--- src/rtl/qpsk_pkg.sv ---
// Shared definitions for the QPSK framer and its receive-side companion.
// chk8 is the one checksum definition both sides agree on.
package qpsk_pkg;

    localparam logic [7:0] HEADER_DEF = 8'hcc;
    localparam int         FRAME_BITS = 56;
    localparam int         FRAME_SYM  = 28;
    localparam int         PAY_W      = 40;

    typedef enum logic [2:0] {
        IDLE,
        ARMED,
        PREAMBLE,
        FRAME,
        GAP
    } state_t;

    // Byte-wise sum with 8-bit wraparound.
    function automatic logic [7:0] chk8(input logic [PAY_W-1:0] payload);
        logic [7:0] s;
        s = 8'h00;
        for (int i = 0; i < PAY_W / 8; i++) begin
            s = s + payload[i*8 +: 8];
        end
        return s;
    endfunction

endpackage

--- src/rtl/qpsk_sym_timer.sv ---
// Free-running symbol timer: counts 0..SAMPLE-1 forever, restarted only by reset.
// o_sym_strobe is registered so it is high exactly while the count is 0.
module qpsk_sym_timer #(
    parameter int SAMPLE = 100,
    parameter int CW     = $clog2(SAMPLE)
) (
    input  logic clk,
    input  logic rst_n,
    output logic o_sym_strobe,
    output logic o_last_clk,
    output logic o_pre_last
);

    localparam logic [CW-1:0] LAST     = CW'(SAMPLE - 1);
    localparam logic [CW-1:0] PRE_LAST = CW'(SAMPLE - 2);

    logic [CW-1:0] r_sym_cnt;
    logic          r_strobe;

    always_ff @(posedge clk or negedge rst_n) begin
        if (!rst_n) begin
            r_sym_cnt <= '0;
            r_strobe  <= 1'b0;
        end else begin
            r_sym_cnt <= (r_sym_cnt == LAST) ? '0 : r_sym_cnt + 1'b1;
            r_strobe  <= (r_sym_cnt == LAST);
        end
    end

    assign o_sym_strobe = r_strobe;
    assign o_last_clk   = (r_sym_cnt == LAST);
    assign o_pre_last   = (r_sym_cnt == PRE_LAST);

endmodule

--- src/rtl/qpsk_frame_tx.sv ---
// QPSK transmit framer: preamble, header, payload and checksum as I/Q bit pairs,
// each symbol held SAMPLE clocks and aligned to the free-running symbol timer.
module qpsk_frame_tx
    import qpsk_pkg::*;
#(
    parameter logic [7:0] HEADER  = HEADER_DEF,
    parameter int         SAMPLE  = 100,
    parameter int         PRE_SYM = 16,
    parameter int         GAP_SYM = 8
) (
    input  logic             clk,
    input  logic             rst_n,
    input  logic [PAY_W-1:0] din,
    input  logic             din_valid,
    output logic             din_ready,
    output logic             ser_I,
    output logic             ser_Q,
    output logic             sym_strobe,
    output logic             busy,
    output logic             frame_done
);

    localparam int MAX_SYM = (PRE_SYM > GAP_SYM)
                           ? ((PRE_SYM > FRAME_SYM) ? PRE_SYM : FRAME_SYM)
                           : ((GAP_SYM > FRAME_SYM) ? GAP_SYM : FRAME_SYM);
    localparam int IW = $clog2(MAX_SYM + 1);

    localparam logic [IW-1:0] PRE_LAST = IW'((PRE_SYM > 0) ? PRE_SYM - 1 : 0);
    localparam logic [IW-1:0] FRM_LAST = IW'(FRAME_SYM - 1);
    localparam logic [IW-1:0] GAP_LAST = IW'((GAP_SYM > 0) ? GAP_SYM - 1 : 0);

    logic w_last_clk;
    logic w_pre_last;
    logic w_hs;

    state_t                r_state;
    logic [FRAME_BITS-1:0] r_sr;
    logic [IW-1:0]         r_idx;
    logic                  r_I;
    logic                  r_Q;
    logic                  r_ready;
    logic                  r_busy;
    logic                  r_done;

    qpsk_sym_timer #(
        .SAMPLE(SAMPLE)
    ) u_timer (
        .clk         (clk),
        .rst_n       (rst_n),
        .o_sym_strobe(sym_strobe),
        .o_last_clk  (w_last_clk),
        .o_pre_last  (w_pre_last)
    );

    assign w_hs = din_valid & r_ready;

    // Every symbol change happens on the edge closing sym_cnt==SAMPLE-1,
    // so the new value is visible for the whole of the next symbol.
    always_ff @(posedge clk or negedge rst_n) begin
        if (!rst_n) begin
            r_state <= IDLE;
            r_sr    <= '0;
            r_idx   <= '0;
            r_I     <= 1'b0;
            r_Q     <= 1'b0;
            r_ready <= 1'b1;
            r_busy  <= 1'b0;
            r_done  <= 1'b0;
        end else begin
            r_done <= (r_state == FRAME) && (r_idx == FRM_LAST) && w_pre_last;
            case (r_state)
                IDLE: begin
                    if (w_hs) begin
                        r_sr    <= {HEADER, din, chk8(din)};
                        r_ready <= 1'b0;
                        r_busy  <= 1'b1;
                        r_state <= ARMED;
                    end
                end
                ARMED: begin
                    if (w_last_clk) begin
                        r_idx <= '0;
                        if (PRE_SYM > 0) begin
                            r_state <= PREAMBLE;
                            r_I     <= 1'b1;
                            r_Q     <= 1'b0;
                        end else begin
                            r_state    <= FRAME;
                            {r_I, r_Q} <= r_sr[FRAME_BITS-1 -: 2];
                            r_sr       <= r_sr << 2;
                        end
                    end
                end
                PREAMBLE: begin
                    if (w_last_clk) begin
                        if (r_idx == PRE_LAST) begin
                            r_state    <= FRAME;
                            r_idx      <= '0;
                            {r_I, r_Q} <= r_sr[FRAME_BITS-1 -: 2];
                            r_sr       <= r_sr << 2;
                        end else begin
                            // Swapping I and Q walks the (1,0),(0,1) alternation.
                            r_idx <= r_idx + 1'b1;
                            r_I   <= r_Q;
                            r_Q   <= r_I;
                        end
                    end
                end
                FRAME: begin
                    if (w_last_clk) begin
                        if (r_idx == FRM_LAST) begin
                            r_idx <= '0;
                            r_I   <= 1'b0;
                            r_Q   <= 1'b0;
                            if (GAP_SYM > 0) begin
                                r_state <= GAP;
                            end else begin
                                r_state <= IDLE;
                                r_ready <= 1'b1;
                                r_busy  <= 1'b0;
                            end
                        end else begin
                            r_idx      <= r_idx + 1'b1;
                            {r_I, r_Q} <= r_sr[FRAME_BITS-1 -: 2];
                            r_sr       <= r_sr << 2;
                        end
                    end
                end
                GAP: begin
                    if (w_last_clk) begin
                        if (r_idx == GAP_LAST) begin
                            r_idx   <= '0;
                            r_state <= IDLE;
                            r_ready <= 1'b1;
                            r_busy  <= 1'b0;
                        end else begin
                            r_idx <= r_idx + 1'b1;
                        end
                    end
                end
                default: begin
                    r_state <= IDLE;
                    r_ready <= 1'b1;
                    r_busy  <= 1'b0;
                end
            endcase
        end
    end

    assign din_ready  = r_ready;
    assign ser_I      = r_I;
    assign ser_Q      = r_Q;
    assign busy       = r_busy;
    assign frame_done = r_done;

endmodule

--- config.mk ---
export PLATFORM = sky130hd
export DESIGN_NAME = qpsk_frame_tx
export DESIGN_NICKNAME = d
export VERILOG_FILES = /design/src/rtl/qpsk_pkg.sv /design/src/rtl/qpsk_sym_timer.sv /design/src/rtl/qpsk_frame_tx.sv
export SDC_FILE = /design/constraint.sdc
export NUM_CORES = 1
export LEC_CHECK = 0
export ABC_CLOCK_PERIOD_IN_PS = 3200
export CORE_ASPECT_RATIO = 2
export CORE_UTILIZATION = 62
export CTS_BUF_LIST = sky130_fd_sc_hd__clkbuf_16
export CTS_CLUSTER_DIAMETER = 40
export CTS_CLUSTER_SIZE = 28
export DETAILED_ROUTE_END_ITERATION = 6
export PLACE_DENSITY = 0.86
export SLEW_MARGIN = 20
export SYNTH_ARGS = -nofsm -noshare
export SYNTH_HDL_FRONTEND = slang
export SYNTH_SLANG_ARGS = --single-unit
--- constraint.sdc ---
create_clock -name clk -period 3.2 [get_ports clk]
set_input_delay 0.64 -clock clk [delete_from_list [all_inputs] [get_ports clk]]
set_output_delay 0.64 -clock clk [all_outputs]
set_load 0.02 [all_outputs]
==> results of run 1 <==
[layer usage]
| layer | vias up | track usage [%] |
|---|---|---|
| met5 | - | 0 |
| met4 | 0 | 23.0 |
| met3 | 61 | 5.16 |
| met2 | 231 | 59.9 |
| met1 | 2007 | 38.2 |
| li1 | 1898 | - |
[per-stage QoR]
stage	utilization, %	setup TNS (ns)	area [um^2]	worst slack [ns]	hold WS [ns]
after global routing	80.9	-1.38	5920	-0.364	0.391
after global placement	74.8	-5.86	5480	-1.15	0.475
final	80.9	-1.03	5920	-0.302	0.303
after detailed placement	74.8	-6.17	5480	-1.19	0.481
after CTS	80.4	-1.04	5880	-0.311	0.489
after floorplan	-	-1.67	4800	-0.456	0.344
[final timing paths]
path	start	end	slack, ns	depth (start not counted)
max	din[4]	r_sr[6]	-0.30	14
min reg2reg	din_ready	din_ready	0.49	2
min in group clk	din_ready	din_ready	0.49	2
max in group asynchronous	rst_n	r_sr[11]	2.38	1
min	rst_n	r_idx[0]	0.30	1
max reg2reg	r_idx[0]	r_sr[43]	0.64	8
[cells in the mapped netlist (2+ instances only)]
cell type and instances:
a211oi_1 2, a21o_1 6, a21oi_1 40, a31oi_1 4, a32o_1 2, and2_1 3, and3_1 4, buf_1 3
buf_2 5, buf_6 6, clkbuf_1 17, dfrtp_1 76, fa_1 20, ha_1 13, inv_1 67, mux2_4 3
mux2i_1 17, nand2_1 20, nand2b_1 4, nand3_1 8, nand3b_1 2, nor2_1 40, nor2b_1 3, nor4b_1 2
o21ai_0 61, o21ai_1 59, or2_2 3, or3_1 2, xnor2_1 13, xor2_1 2
[layout make-up]
| class | instances | area [um^2] | area share [%] |
|---|---|---|---|
| Inverter | 68 | 268 | 4.52 |
| Clock inverter | 7 | 73.8 | 1.25 |
| Sequential cell | 77 | 1930 | 32.6 |
| Timing Repair Buffer | 87 | 781 | 13.2 |
| Multi-Input combinational cell | 350 | 2530 | 42.8 |
| Clock buffer | 9 | 225 | 3.80 |
| Tap cell | 92 | 115 | 1.94 |
[power groups by stage]
stage / clock, mW / sequential, mW / combinational [mW]
after floorplan: 0 / 0.992 / 0.390
final: 1.03 / 0.974 / 0.809
after detailed placement: 0 / 0.991 / 0.651
after global routing: 1.07 / 0.973 / 0.871
after CTS: 1.04 / 0.974 / 0.763
after global placement: 0 / 0.991 / 0.621
[state kept, by name (all words and copies together) (netlist names)]
signal                count
u_timer.r_sym_cnt         7
r_sr                     56
r_idx                     5
u_timer.o_sym_strobe      1
busy                      1
frame_done                1
ser_I                     1
din_ready                 1
r_state                   3
ser_Q                     1
[worst max-delay path, cell delays in order]
cell and delay, ns:
clkdlybuf4s15_2 0.18, inv_2 0.05, fa_1 0.54, inv_1 0.05, fa_1 0.48, inv_1 0.05, fa_1 0.50, inv_2 0.05
ha_4 0.21, a21o_1 0.18, a31o_2 0.23, nor4b_2 0.16, a2111oi_2 0.30, o21ai_1 0.09
[what timing repair did]
| action | 4_1_cts | 5_1_grt |
|---|---|---|
| buffers inserted | 5 | 2 |
| endpoints found under the hold margin | 0 | 0 |
| setup endpoints to repair | 6 | 5 |
| pin swaps | 27 | 23 |
| resized for setup | 82 | 7 |
[kinds of logic after synthesis]
group           Yosys count
compound gates          181
xor+xnor                 15
fa+ha+maj                33
buf+inv                 100
flops                    77
mux                      20
simple gates            101
==> impl_metrics.yaml, run 1 <==
run:
  timing.max_cap.violations: 0
cts:
  cts.sinks: 77
  htree_levels: 3
  clk_pin_slew_ns: 0.06
  cts_hold_buffers: 0
  clock_tree.buffer_depth: 2
  cts_tree: "done"
  clk_latency_ns: 0.34
  numCtsBuffers: 9
  clock-root-buffer: "clkbuf_16"
power:
  p_sw_share_pct: 28.8
  switching_power_uw: 809
  ir_drop_uv: 353
  p_per_area_nw_per_um2: 474
  power_frac_comb_pct: 28.8
  p_leak_nw: 2.69
  internal-power_mw: 2.00
  power_frac_clock_pct: 36.6
  total_power_mw: 2.81
  seqPwrFrac_pct: 34.6
synthesis:
  synth_xor_area_share_pct: 2.77
  synthArstFlopShare_pct: 100
  avgSynthCellArea_um2: 9.01
  netlist_top_cells_area: "dfrtp_1 (40%), fa_1 (8.4%), o21ai_0 (6.4%)"
  synth-seq-area-share_pct: 40.6
  synth.distinct_cells: 50
  synth_area_leader_cell: "dfrtp_1"
  synth_fa_ha_area_share_pct: 11.9
  synth_cells: 527
  synthFlopType: "dfrtp_1"
  synth-compound-area-share_pct: 20.3
  synth_top_family_by_area: "compound AO/OA/AOI/OAI gates"
  synthSimpleGateAreaFrac_pct: 10.9
  synthMuxAreaShare_pct: 4.53
  syn_area_um2: 4750
  yosys_warnings: 0
  synth_edf_count: 0
  synth_seq_cells: 77
  synth_top_area_share_pct: 40.0
  synth.net_count: 603
timing:
  grt_setup_unrepaired: "yes"
  relSlewSlack_pct: 52.1
  maxSlewViolCount: 0
  worst_slew_pin_slew_ns: 0.718
  skew_ns: 0.00632
  final.min_clock_period_ns: 3.50
  period_share_pct: 109
  finalSetupViolCount: 5
  finalHoldViolCount: 0
  max_freq_mhz: 286
  layout_setup_ws_ns: -0.302
setup_path:
  cp_max_fo: 3
  critPathLaunchType: "input port"
  crit_path_end_kind: "flip-flop"
  arrival_ns: 3.70
  worstPathRequired_ns: 3.40
  crit_type: "input port to flip-flop"
grt:
  grt_overflow: 0
  grt_max_degree: 78
  grt.total_usage_pct: 34.6
  grt_pass1_wl_um: 20800
  grt_pass1_vias: 4260
  antenna_found_initial: 0
finish:
  layout-drive-gt1-share_pct: 20.9
  area_growth_pct: 24.7
  nFillCells: 417
  layout_common_cells: "dfrtp_1 (76), o21ai_1 (61), o21ai_0 (58)"
  layout_commonest_cell: "dfrtp_1"
  n_antenna_cell: 0
  nets: 669
  fin_cells: 690
routing:
  route.top_layer_used: "met4"
  drtIter0Drc: 481
  wl_met2_um: 6980
  vias: 4197
  dr_wl_met3_um: 679
  wire_per_inst_um: 18.5
  drc_errors: 0
  drt.antenna.violating_nets: 0
  firstDrtPassIters: 6
  viasPerCell: 6.08
  m1WireLength_um: 4330
  routed_wl_um: 12700
hold_path:
  min_path_type: "input port to async pin"
run_status:
  outcome: "finished with violations"
  violations: "negative setup slack"
placement:
  gp_congestion: 0.861
  dp_cells: 667
  io_buffer_count: 48
  hpwlAfterDp_um: 8280
die:
  ios: 49
  rows: 44
  dieHeight_um: 126
  die-width_um: 63.9
  initial_utilization_pct: 64.9
  core_um2: 7320
  fp.dieArea_um2: 8040
Note: power is estimated with default switching activity, not from simulation.
==> run 2, diff against run 1 <==
--- a/config.mk
+++ b/config.mk
@@ -8,7 +8,6 @@
 export ABC_CLOCK_PERIOD_IN_PS = 3200
 export CORE_ASPECT_RATIO = 2
 export CORE_UTILIZATION = 62
-export CTS_BUF_LIST = sky130_fd_sc_hd__clkbuf_16
 export CTS_CLUSTER_DIAMETER = 40
 export CTS_CLUSTER_SIZE = 28
 export DETAILED_ROUTE_END_ITERATION = 6
==> results of run 2 <==
The final DEF is identical to that of run 1; final timing and power are the same.
==> run 3, diff against run 2 <==
--- a/config.mk
+++ b/config.mk
@@ -6,12 +6,14 @@
 export NUM_CORES = 1
 export LEC_CHECK = 0
 export ABC_CLOCK_PERIOD_IN_PS = 3200
+export CELL_PAD_IN_SITES_DETAIL_PLACEMENT = 0
+export CELL_PAD_IN_SITES_GLOBAL_PLACEMENT = 1
 export CORE_ASPECT_RATIO = 2
-export CORE_UTILIZATION = 62
+export CORE_UTILIZATION = 47
 export CTS_CLUSTER_DIAMETER = 40
 export CTS_CLUSTER_SIZE = 28
 export DETAILED_ROUTE_END_ITERATION = 6
-export PLACE_DENSITY = 0.86
+export PLACE_DENSITY = 0.85
 export SLEW_MARGIN = 20
 export SYNTH_ARGS = -nofsm -noshare
 export SYNTH_HDL_FRONTEND = slang
==> impl_metrics.yaml, run 3 (same netlist as run 1, synthesis figures left out) <==
grt:
  grt_pass1_vias: 4105
  grt_busiest_layer: "met2"
  use_met1_pct: 28.8
  grt_pass1_wl_um: 20100
  grt_max_degree: 78
  grt_overflow: 0
  antenna_found_initial: 0
  use_met2_pct: 44.7
  grt.total_usage_pct: 25.5
  met3_usage_pct: 3.41
cts:
  clk_pin_slew_ns: 0.06
  cts_tree: "done"
  cts_hold_buffers: 0
  clock-root-buffer: "clkbuf_16"
  cts.sinks: 77
  clock_tree.buffer_depth: 2
  numCtsBuffers: 9
  clk_latency_ns: 0.34
  htree_levels: 3
timing:
  final.min_clock_period_ns: 3.48
  max_freq_mhz: 288
  skew_ns: 0.00679
  finalSetupViolCount: 6
  relSlewSlack_pct: 39.9
  finalHoldViolCount: 0
  finalSetupTns_ns: -1.09
  layout_setup_ws_ns: -0.275
  worst_slew_pin_slew_ns: 0.899
  grt_setup_unrepaired: "yes"
  period_share_pct: 109
  maxSlewViolCount: 0
finish:
  nFillCells: 841
  area_growth_pct: 30.5
  nets: 694
  utilization_pct: 63.5
  reg_top3: "r_sr x56, u_timer.r_sym_cnt x7, r_idx x5"
  seqCellArea_um2: 1930
  layout_commonest_cell: "dfrtp_1"
  layout_common_cells: "dfrtp_1 (76), o21ai_1 (61), o21ai_0 (58)"
  multi_input_area_um2: 2570
  layout-drive-gt1-share_pct: 26.0
  largest_reg_flops: 56
  n_antenna_cell: 0
  fin_cells: 755
  top_register: "r_sr"
setup_path:
  cp_cell_sequence: "buf_6, inv_4, fa_2, fa_1, fa_1, inv_2, ha_4, fa_2, a21o_1, a311o_1, a21oi_2, xnor2_1, o211ai_1"
  cp_max_fo: 2
  crit_type: "input port to flip-flop"
  crit_path_max_incr_delay_ns: 0.61
  slowest_stage: "fa_2"
  arrival_ns: 3.69
  worstPathRequired_ns: 3.41
  crit_path_end_kind: "flip-flop"
  critPathLaunchType: "input port"
run_status:
  violations: "negative setup slack"
  outcome: "finished with violations"
routing:
  routed_wl_um: 12500
  vias: 4160
  drt.antenna.violating_nets: 0
  drtIter0Drc: 237
  drc_errors: 0
  viasPerCell: 5.51
  firstDrtPassIters: 5
  wire_per_inst_um: 16.5
placement:
  gp_congestion: 0.870
  io_buffer_count: 48
  dp_cells: 708
  place_ws_ns: -1.25
  hpwlAfterDp_um: 8360
die:
  initial_utilization_pct: 48.7
  die-width_um: 73.1
  core_um2: 9760
  fp.dieArea_um2: 10500
  dieHeight_um: 144
  rows: 51
  ios: 49
power:
  ir_drop_uv: 440
  p_per_area_nw_per_um2: 451
  p_leak_nw: 2.84
run:
  timing.max_cap.violations: 0
hold_path:
  min_path_type: "input port to async pin"
[run 3: cell types whose count changed in the layout (fill, tap and decap cells not counted), moves of 3 or more]
cell,delta
clkdlybuf4s15_1,-3
inv_4,+3
buf_4,+18
clkdlybuf4s50_1,-3
clkbuf_2,+5
buf_6,+11
inv_1,-5
[run 3: worst paths after layout]
path,startpoint,end,slack [ns],cells after the start
setup / recovery,din[1],r_sr[7],-0.28,13
hold / removal,rst_n,r_idx[0],0.32,1
setup reg to reg,r_state[0],r_sr[9],0.74,6
hold reg to reg,din_ready,din_ready,0.49,2
max in group asynchronous,rst_n,r_sr[9],2.36,1
min in group clk,din_ready,din_ready,0.49,2
[run 3: area by class of cell]
| class | instances | share of cell area [%] |
|---|---|---|
| clock buffers | 10 | 3.69 |
| clock inverters | 6 | 0.747 |
| inverters | 68 | 4.44 |
| multi-input cells | 350 | 41.5 |
| flip-flops and latches | 77 | 31.1 |
| well taps | 132 | 2.66 |
| repair buffers | 112 | 15.9 |
[run 3: worst max-delay path: cells and delay by family]
kind	cells	cell delay, ns
buffers and inverters	3	0.17
AOI/OAI and AO/OA	4	0.72
xor gates and xnor gates	1	0.12
adders and majority gates	5	2.06
[run 3: layer usage]
metal,vias up,routed length (um)
li1,1941,-
met1,2055,4570
met2,125,6860
met3,39,330
met4,0,701
met5,-,0
[run 3: timing repair]
item,CTS,global route
setup buffers,27,5
endpoints found under the setup margin,6,6
pin swaps,34,27
gates resized for setup,82,46
[run 3: where the power goes]
part	switching, mW	internal [mW]	leakage (nW)	total [mW]
clock	0.425	0.531	0.129	0.956
sequential	0	0.973	1.05	0.973
combinational	0.390	0.476	1.66	0.866
[run 3: metrics by stage]
stage	instance area (um^2)	hold slack [ns]	power [mW]
after CTS	6070	0.489	2.73
after global routing	6200	0.399	2.94
after detailed placement	5540	0.480	1.66
after floorplan	4800	0.344	1.38
after global placement	5540	0.470	1.64
final	6200	0.324	2.79
